<file path="config.mk">
export PLATFORM = sky130hd
export DESIGN_NAME = controle_avaliacao
export DESIGN_NICKNAME = d
export VERILOG_FILES = /design/src/rtl/controle_avaliacao.sv
export SDC_FILE = /design/constraint.sdc
export NUM_CORES = 1
export LEC_CHECK = 0
export ABC_AREA = 1
export BUFFER_PORTS_ARGS = -buffer_cell sky130_fd_sc_hd__buf_2
export CAP_MARGIN = 20
export CELL_PAD_IN_SITES_DETAIL_PLACEMENT = 1
export CELL_PAD_IN_SITES_GLOBAL_PLACEMENT = 1
export CORE_AREA = 2 2 232 234
export DETAILED_ROUTE_END_ITERATION = 6
export DIE_AREA = 0 0 234 236
export GPL_ROUTABILITY_DRIVEN = 1
export PLACE_DENSITY = 0.89
export SLEW_MARGIN = 40
export SYNTH_ARGS = -nofsm -noshare
export SYNTH_HDL_FRONTEND = slang
export SYNTH_SLANG_ARGS = --single-unit
export TNS_END_PERCENT = 50
</file>
<file path="constraint.sdc">
create_clock -name clk -period 4.5 [get_ports clk]
set_input_delay 0.9 -clock clk [delete_from_list [all_inputs] [get_ports clk]]
set_output_delay 0.9 -clock clk [all_outputs]
set_load 0.02 [all_outputs]
</file>
<file path="src/rtl/controle_avaliacao.sv">
// Serial chromosome loader and phenotype evaluator: scores chrom_out against a target table.
// Define MELHOR_FITNESS_EN to track the best fitness since reset on melhor_fitness.
module controle_avaliacao #(
    parameter int unsigned CROM_W = 468,
    parameter int unsigned N_VET  = 256
) (
    input  logic              clk,
    input  logic              rst,
    input  logic              carga_valid,
    input  logic              carga_bit,
    output logic              carga_ready,
    input  logic              inicia,
    output logic              ocupado,
    output logic              pronto,
    output logic [11:0]       fitness,
    output logic [11:0]       melhor_fitness,
    output logic [CROM_W-1:0] cromossomo,
    output logic [7:0]        chrom_in,
    input  logic [7:0]        chrom_out,
    output logic [7:0]        alvo_addr,
    input  logic [7:0]        alvo_dado
);

    localparam int unsigned CargaW = $clog2(CROM_W + 1);
    localparam int unsigned AvalW  = $clog2(N_VET + 2);

    localparam logic [CargaW-1:0] CargaUlt   = CargaW'(CROM_W - 1);
    localparam logic [AvalW-1:0]  VetUlt     = AvalW'(N_VET - 1);
    localparam logic [AvalW-1:0]  AcumUlt    = AvalW'(N_VET);
    localparam logic [AvalW-1:0]  AvalFim    = AvalW'(N_VET + 1);

    typedef enum logic [1:0] {
        StOcioso,
        StCarga,
        StAvalia,
        StFim
    } estado_e;

    estado_e estado_q, estado_d;

    logic [CROM_W-1:0] crom_q;
    logic              crom_valido_q;
    logic [CargaW-1:0] carga_cnt_q;
    logic [AvalW-1:0]  aval_cnt_q;
    logic [7:0]        vet_q;
    logic [7:0]        resp_q;
    logic [11:0]       acc_q;
    logic [11:0]       fitness_q;

    logic       carga_aceita;
    logic       carga_ultimo;
    logic       inicia_aceita;
    logic       aval_fim;
    logic       acumula;
    logic [7:0] iguais;
    logic [3:0] acertos;

    assign carga_aceita  = carga_valid & carga_ready;
    // A bit accepted in StOcioso starts a new load, so it is bit number one.
    assign carga_ultimo  = (estado_q == StOcioso) ? (CROM_W == 1) : (carga_cnt_q == CargaUlt);
    assign inicia_aceita = inicia & ~carga_valid & crom_valido_q & (estado_q == StOcioso);
    assign aval_fim      = (aval_cnt_q == AvalFim);
    // Response of vector k is registered at E(k+1) and summed at E(k+2).
    assign acumula       = (aval_cnt_q != '0) && (aval_cnt_q <= AcumUlt);

    always_ff @(posedge clk) begin
        if (rst) begin
            estado_q <= StOcioso;
        end else begin
            estado_q <= estado_d;
        end
    end

    always_comb begin
        estado_d = estado_q;
        unique case (estado_q)
            StOcioso: begin
                if (carga_aceita) begin
                    estado_d = carga_ultimo ? StOcioso : StCarga;
                end else if (inicia_aceita) begin
                    estado_d = StAvalia;
                end
            end
            StCarga: begin
                if (carga_aceita && carga_ultimo) begin
                    estado_d = StOcioso;
                end
            end
            StAvalia: begin
                if (aval_fim) begin
                    estado_d = StFim;
                end
            end
            StFim:    estado_d = StOcioso;
            default:  estado_d = StOcioso;
        endcase
    end

    always_comb begin
        carga_ready = 1'b0;
        ocupado     = 1'b0;
        pronto      = 1'b0;
        unique case (estado_q)
            StOcioso, StCarga: carga_ready = 1'b1;
            StAvalia:          ocupado     = 1'b1;
            StFim:             pronto      = 1'b1;
            default: ;
        endcase
    end

    always_ff @(posedge clk) begin
        if (rst) begin
            crom_q        <= '0;
            crom_valido_q <= 1'b0;
            carga_cnt_q   <= '0;
        end else if (carga_aceita) begin
            crom_q        <= {carga_bit, crom_q[CROM_W-1:1]};
            carga_cnt_q   <= (estado_q == StOcioso) ? CargaW'(1) : carga_cnt_q + CargaW'(1);
            crom_valido_q <= carga_ultimo;
        end
    end

    always_comb begin
        iguais  = ~(resp_q ^ alvo_dado);
        acertos = '0;
        for (int i = 0; i < 8; i++) begin
            acertos = acertos + {3'b000, iguais[i]};
        end
    end

    always_ff @(posedge clk) begin
        if (rst) begin
            aval_cnt_q <= '0;
            vet_q      <= '0;
            resp_q     <= '0;
            acc_q      <= '0;
            fitness_q  <= '0;
        end else begin
            resp_q <= chrom_out;
            if (inicia_aceita) begin
                aval_cnt_q <= '0;
                vet_q      <= '0;
                acc_q      <= '0;
            end else if (estado_q == StAvalia) begin
                aval_cnt_q <= aval_cnt_q + AvalW'(1);
                if (aval_cnt_q < VetUlt) begin
                    vet_q <= vet_q + 8'd1;
                end
                if (acumula) begin
                    acc_q <= acc_q + {8'd0, acertos};
                end
                if (aval_fim) begin
                    fitness_q <= acc_q;
                end
            end
        end
    end

`ifdef MELHOR_FITNESS_EN
    logic [11:0] melhor_q;

    always_ff @(posedge clk) begin
        if (rst) begin
            melhor_q <= '0;
        end else if ((estado_q == StAvalia) && aval_fim && (acc_q > melhor_q)) begin
            melhor_q <= acc_q;
        end
    end

    assign melhor_fitness = melhor_q;
`else
    assign melhor_fitness = 12'd0;
`endif

    assign cromossomo = crom_q;
    assign fitness    = fitness_q;
    assign chrom_in   = vet_q;
    assign alvo_addr  = vet_q;

endmodule

</file>
## Word level (Yosys, flattened, before mapping)

Index checks and enable logic that the tools add are counted.

- Latch bits: 0
- Memories kept: 0
- Output and inout port bits: 511
- Word-level logic and storage cells: 59
- RAM bits: 0
- Input bits: 21
- Memory bits (read-only): 0
- Register bits after elaboration: 529

- Div/mod/pow operators: 0
- Shift operators: 0
- Multiplexer cells: 11
- Reduce and logical (&&, ||, !) cells: 10
- $mul: 0
- Equal/unequal tests: 8
- Bitwise gates (word level): 8
- $lt $le $gt $ge: 2
- Add/sub/neg operators: 11

Operators by type and width:

| cell | count |
|---|---|
| adder 9 x 1 -> 9 bit, second input constant | 2 |
| == test 9 bit, second input constant | 2 |
| adder 4 x 1 -> 4 bit | 4 |
| adder 12 x 4 -> 12 bit | 1 |
| <= comparator 9 bit, second input constant | 1 |
| less-than comparator 9 x 8 -> 1 bit, second input constant | 1 |
| two-way mux 9 bit | 1 |
| nonzero test 9 bit | 1 |
| adder 8 x 1 -> 8 bit, second input constant | 1 |
| two-way mux 2 bit | 4 |
| inverter 8 bit | 1 |
| case mux 2 bit (4 select lines) | 1 |
| XOR 8 bit | 1 |
| AND reduction 3 bit | 2 |
| two-way mux 1 bit | 5 |
| adder 3 x 1 -> 4 bit | 1 |
| bitwise AND 1 bit | 4 |
| == test 2 bit, second input constant | 2 |
| != test 2 bit, second input constant | 2 |
| AND reduction 2 bit | 2 |
| OR reduction 2 bit | 2 |
| adder 2 x 1 -> 3 bit | 1 |
| != test 3 bit, second input constant | 1 |
| adder 1 x 1 -> 2 bit | 1 |
| other kinds (4) | 6 |

## Depth between registers and ports, before layout

- Word-level depth: 10
- Gate-level depth with buffers: 17
- Gate-level depth less buffers: 17

## Worst setup path before layout

No wires, ideal clock.

- Path type: in2reg
- From: input port alvo_dado[0]
- To: register acc_q[8]
- Library setup time: 0.070 ns
- Slack: 0.345 ns
- Buffers on the path: 0
- Stages on the path: 14
- Arrival: 4.085 ns
- Data required time: 4.430 ns
- Path through: xnor2_1 fa_1 inv_1 fa_1 inv_1 fa_1 fa_1 fa_1 nand3_1 nand3_1 nand2_1 xnor2_1 nand2_1 a21oi_1

- Word-level cells in the longest chain between the ends: 10

RTL lines:

| item | RTL line | text |
|---|---|---|
| start: declaration | 21 | `input logic [7:0] alvo_dado` |
| XOR 8 bit | 124 | `iguais = ~(resp_q ^ alvo_dado);` |
| inverter 8 bit | 124 |  |
| adder 1 x 1 -> 2 bit | 127 | `acertos = acertos + {3'b000, iguais[i]};` |
| adder 2 x 1 -> 3 bit | 127 |  |
| adder 3 x 1 -> 4 bit | 127 |  |
| adder 4 x 1 -> 4 bit (4 in series) | 127 |  |
| adder 12 x 4 -> 12 bit | 150 | `acc_q <= acc_q + {8'd0, acertos};` |
| end signal: assignment | 150 |  |
| end: declaration | 47 | `logic [11:0] acc_q;` |

No other way between the ends.
A chain may end at the register's enable or synchronous reset.

## Final worst setup path

Ends and elaborated chain as after synthesis.

==> results.sh <==
export IMPL_min_delay_start="crom_valido_q"
export IMPL_cts_buffers=55
export IMPL_ant_nets=0
export IMPL_worstPathCellList="buf_2, xnor2_1, fa_1, inv_1, fa_1, inv_1, fa_1, fa_1, fa_1, nand3_1, nand3_1, nand2_1, xnor2_1, nand2_1, a21oi_1"
export IMPL_dpl_cell_count=3551
export IMPL_p_leak_nw=11.4
export IMPL_synth_cell_type_count=35
export IMPL_place_ws_ps=-53.5
export IMPL_r2r_end="acc_q[8]"
export IMPL_grt_pass1_vias=18000
export IMPL_maxSlewViolCount=0
export IMPL_cap_violations=0
export IMPL_grtUsageTotal_pct=21.4
export IMPL_hold_viol=0
export IMPL_final_cell_count_no_fill=3650
export IMPL_setup_slack_ps=527
export IMPL_hp_class="flop to flop"
export IMPL_use_met3_pct=5.77
export IMPL_clk_latency_ps=590
export IMPL_period_minus_slack_ps=3970
export IMPL_crit_family="adder cells"
export IMPL_cp_common_cell="fa_1"
export IMPL_numClockSinks=529
export IMPL_synth_ff_type="dfxtp_1"
export IMPL_grt_antenna_before_repair=0
export IMPL_die_area_sq_um=55200
export IMPL_r2r_slack_ps=630
export IMPL_ys_ff_latch=529
export IMPL_drt_vias_per_instance=4.96
export IMPL_wl_per_cell_um=17.0
export IMPL_clock_path_buffers=3
export IMPL_hold_buffers=0
export IMPL_tightestPinTransition_ps=901
export IMPL_firstDrtPassIters=5
export IMPL_post_dp_hpwl_um=41000
export IMPL_grt_pass1_wl_um=96300
export IMPL_relSlewSlack_pct=40.0
export IMPL_holdPathEnd="crom_valido_q"
export IMPL_ys_seq_area_share_pct=55.0
export IMPL_critPathKind="primary input to flop"
export IMPL_portBuffers=519
export IMPL_syn_area_sq_um=19300
export IMPL_rows=85
export IMPL_postSynthCellCount=2494
export IMPL_diodes=0
export IMPL_io_pins=532
export IMPL_worstPathRequired_ps=5010
export IMPL_drc=0
export IMPL_arrival_ps=4480
export IMPL_cts_tree="yes"
export IMPL_syn2layout_area_growth_pct=24.6
export IMPL_r2r_cells=14
export IMPL_busiest_layer="met2"
export IMPL_syn_avg_cell_area_sq_um=7.72
export IMPL_rsz0062_at_grt="false"
export IMPL_yosys_warnings=0
export IMPL_postCtsSetupBuffers=0
export IMPL_place_gp_congestion=0.780
export IMPL_synth_top_family_by_area="simple AND/OR/NAND/NOR gates"
export IMPL_crit_buf_inv=3
export IMPL_vias=18100
export IMPL_synth_simple_gate_area_share_pct=23.7
export IMPL_yosys_area_share_adder_pct=1.23
export IMPL_startpoint_type="primary input"
export IMPL_synth_edf_count=0
export IMPL_drive_above_1_share_pct=22.1
export IMPL_fp_dieH_um=236
export IMPL_critPathCaptureType="flop"
export IMPL_worst_ir_drop_vdd_uv=326
export IMPL_cts_root_buf="clkbuf_16"
export IMPL_hold_path_cell_count=2
export IMPL_status="complete, no violations"
export IMPL_fin_skew_ps=22.4
export IMPL_cp_max_fo=4
export IMPL_synth_compound_area_share_pct=13.6
export IMPL_routed_wl_um=61900
export IMPL_power_mw=12.2
export IMPL_met2_usage_pct=37.2
export IMPL_clkTransAtPathRegs_ps=60
export IMPL_core_area_sq_um=53100
export IMPL_initial_core_util_pct=36.3
export IMPL_layout_common_cells="991 x nor2_1, 529 x dfxtp_1, 519 x buf_2"
export IMPL_setup_viol=0
export IMPL_final_common_cell="nor2_1"
export IMPL_worstReg2RegStart="resp_q[0]"
export IMPL_die_width_um=234
export IMPL_synthXorXnorAreaFrac_pct=0.864
export IMPL_first_iter_violations=997
export IMPL_overflow=0
export IMPL_tns_ps=0
export IMPL_cts_htree_levels=2
export IMPL_cts_repair_resized=0
export IMPL_fin_crit_sh_pct=88.3
export IMPL_p_per_area_nw_per_um2=510
export IMPL_crit_path_max_incr_delay_ps=540
export IMPL_slowest_stage="fa_1"
export IMPL_async_reset_ff_share_pct=0
export IMPL_nets=2950
export IMPL_grt_max_degree=238
export IMPL_grt_use_met1_pct=24.8
export IMPL_synth_area_mux_share_pct=0
export IMPL_max_freq_ghz=0.252
-- routing by layer --
layer / vias to the layer above / share of wire, %
met2: 473 / 49
met1: 8743 / 40
met3: 113 / 7.3
met4: 0 / 3.3
met5: - / 0
li1: 8763 / -
-- registers in the layout (all words and copies together) (netlist names) --
name,cells
cromossomo,468
acc_q,12
fitness,12
aval_cnt_q,9
carga_cnt_q,9
alvo_addr,8
resp_q,8
estado_q,2
crom_valido_q,1
-- cells in the mapped netlist (2+ instances only) --
cell type	n	area share, %
nor3_1	20	0.52
nor2_1	991	19
nand3_1	22	0.57
nand3_2	4	0.21
nor2_2	4	0.13
a21oi_1	27	0.70
ha_1	11	0.71
clkbuf_1	100	1.9
inv_2	7	0.14
buf_2	64	1.7
nor3_2	3	0.16
buf_4	21	0.82
xnor2_1	8	0.36
fa_1	5	0.52
inv_1	44	0.86
nand4_1	6	0.19
buf_6	2	0.12
o21ai_0	488	13
xor2_1	11	0.50
nand2_1	113	2.2
dfxtp_1	529	55
-- area by class of cell --
cell class | instances | area (sq um)
clock inverter | 14 | 145
multi-input combinational | 1736 | 7640
sequential | 529 | 10600
tap | 696 | 871
clock buffer | 84 | 1690
timing repair buffer | 539 | 2860
fill | 6616 | 29100
inverter | 52 | 210
-- kinds of logic after synthesis --
family / after synthesis
AOI/OAI and AO/OA: 520
xor gates and xnor gates: 19
adders and majority gates: 16
buffers and inverters: 240
DFF: 529
other: 1
and+or+nand+nor: 1169
-- worst register-to-register path, stage by stage, from the launching register on --
cell,delay (ps)
dfxtp_1,320
xnor2_1,150
fa_1,510
inv_1,60
fa_1,540
inv_1,70
fa_1,510
fa_1,510
fa_1,490
nand3_1,120
nand3_1,120
nand2_1,100
xnor2_1,110
nand2_1,60
a21oi_1,130
-- worst max-delay path by stage --
stage | start | to | slack, ps | cells past startpoint
2_1_floorplan | alvo_dado[0] | acc_q[8] | 350 | 14
4_1_cts | alvo_dado[0] | acc_q[8] | 580 | 15
6_report | alvo_dado[0] | acc_q[8] | 530 | 15
3_3_place_gp | alvo_dado[0] | acc_q[8] | 60 | 15
5_1_grt | alvo_dado[0] | acc_q[8] | 360 | 15
3_5_place_dp | alvo_dado[0] | acc_q[8] | -50 | 15
-- metrics by stage --
step | hold WS, ps | util, % | cell area [sq um]
2_1_floorplan | 446 | - | 19300
3_3_place_gp | 460 | 41.7 | 22100
3_5_place_dp | 459 | 41.7 | 22100
4_1_cts | 462 | 45.2 | 24000
5_1_grt | 484 | 45.2 | 24000
6_report | 469 | 45.2 | 24000
-- report_power, final --
| group | internal, mW | total, mW | switching (mW) |
|---|---|---|---|
| logic | 0.648 | 2.20 | 1.55 |
| clock network | 2.69 | 4.58 | 1.89 |
| registers | 5.12 | 5.45 | 0.340 |
(Power assumes the default switching activity.)
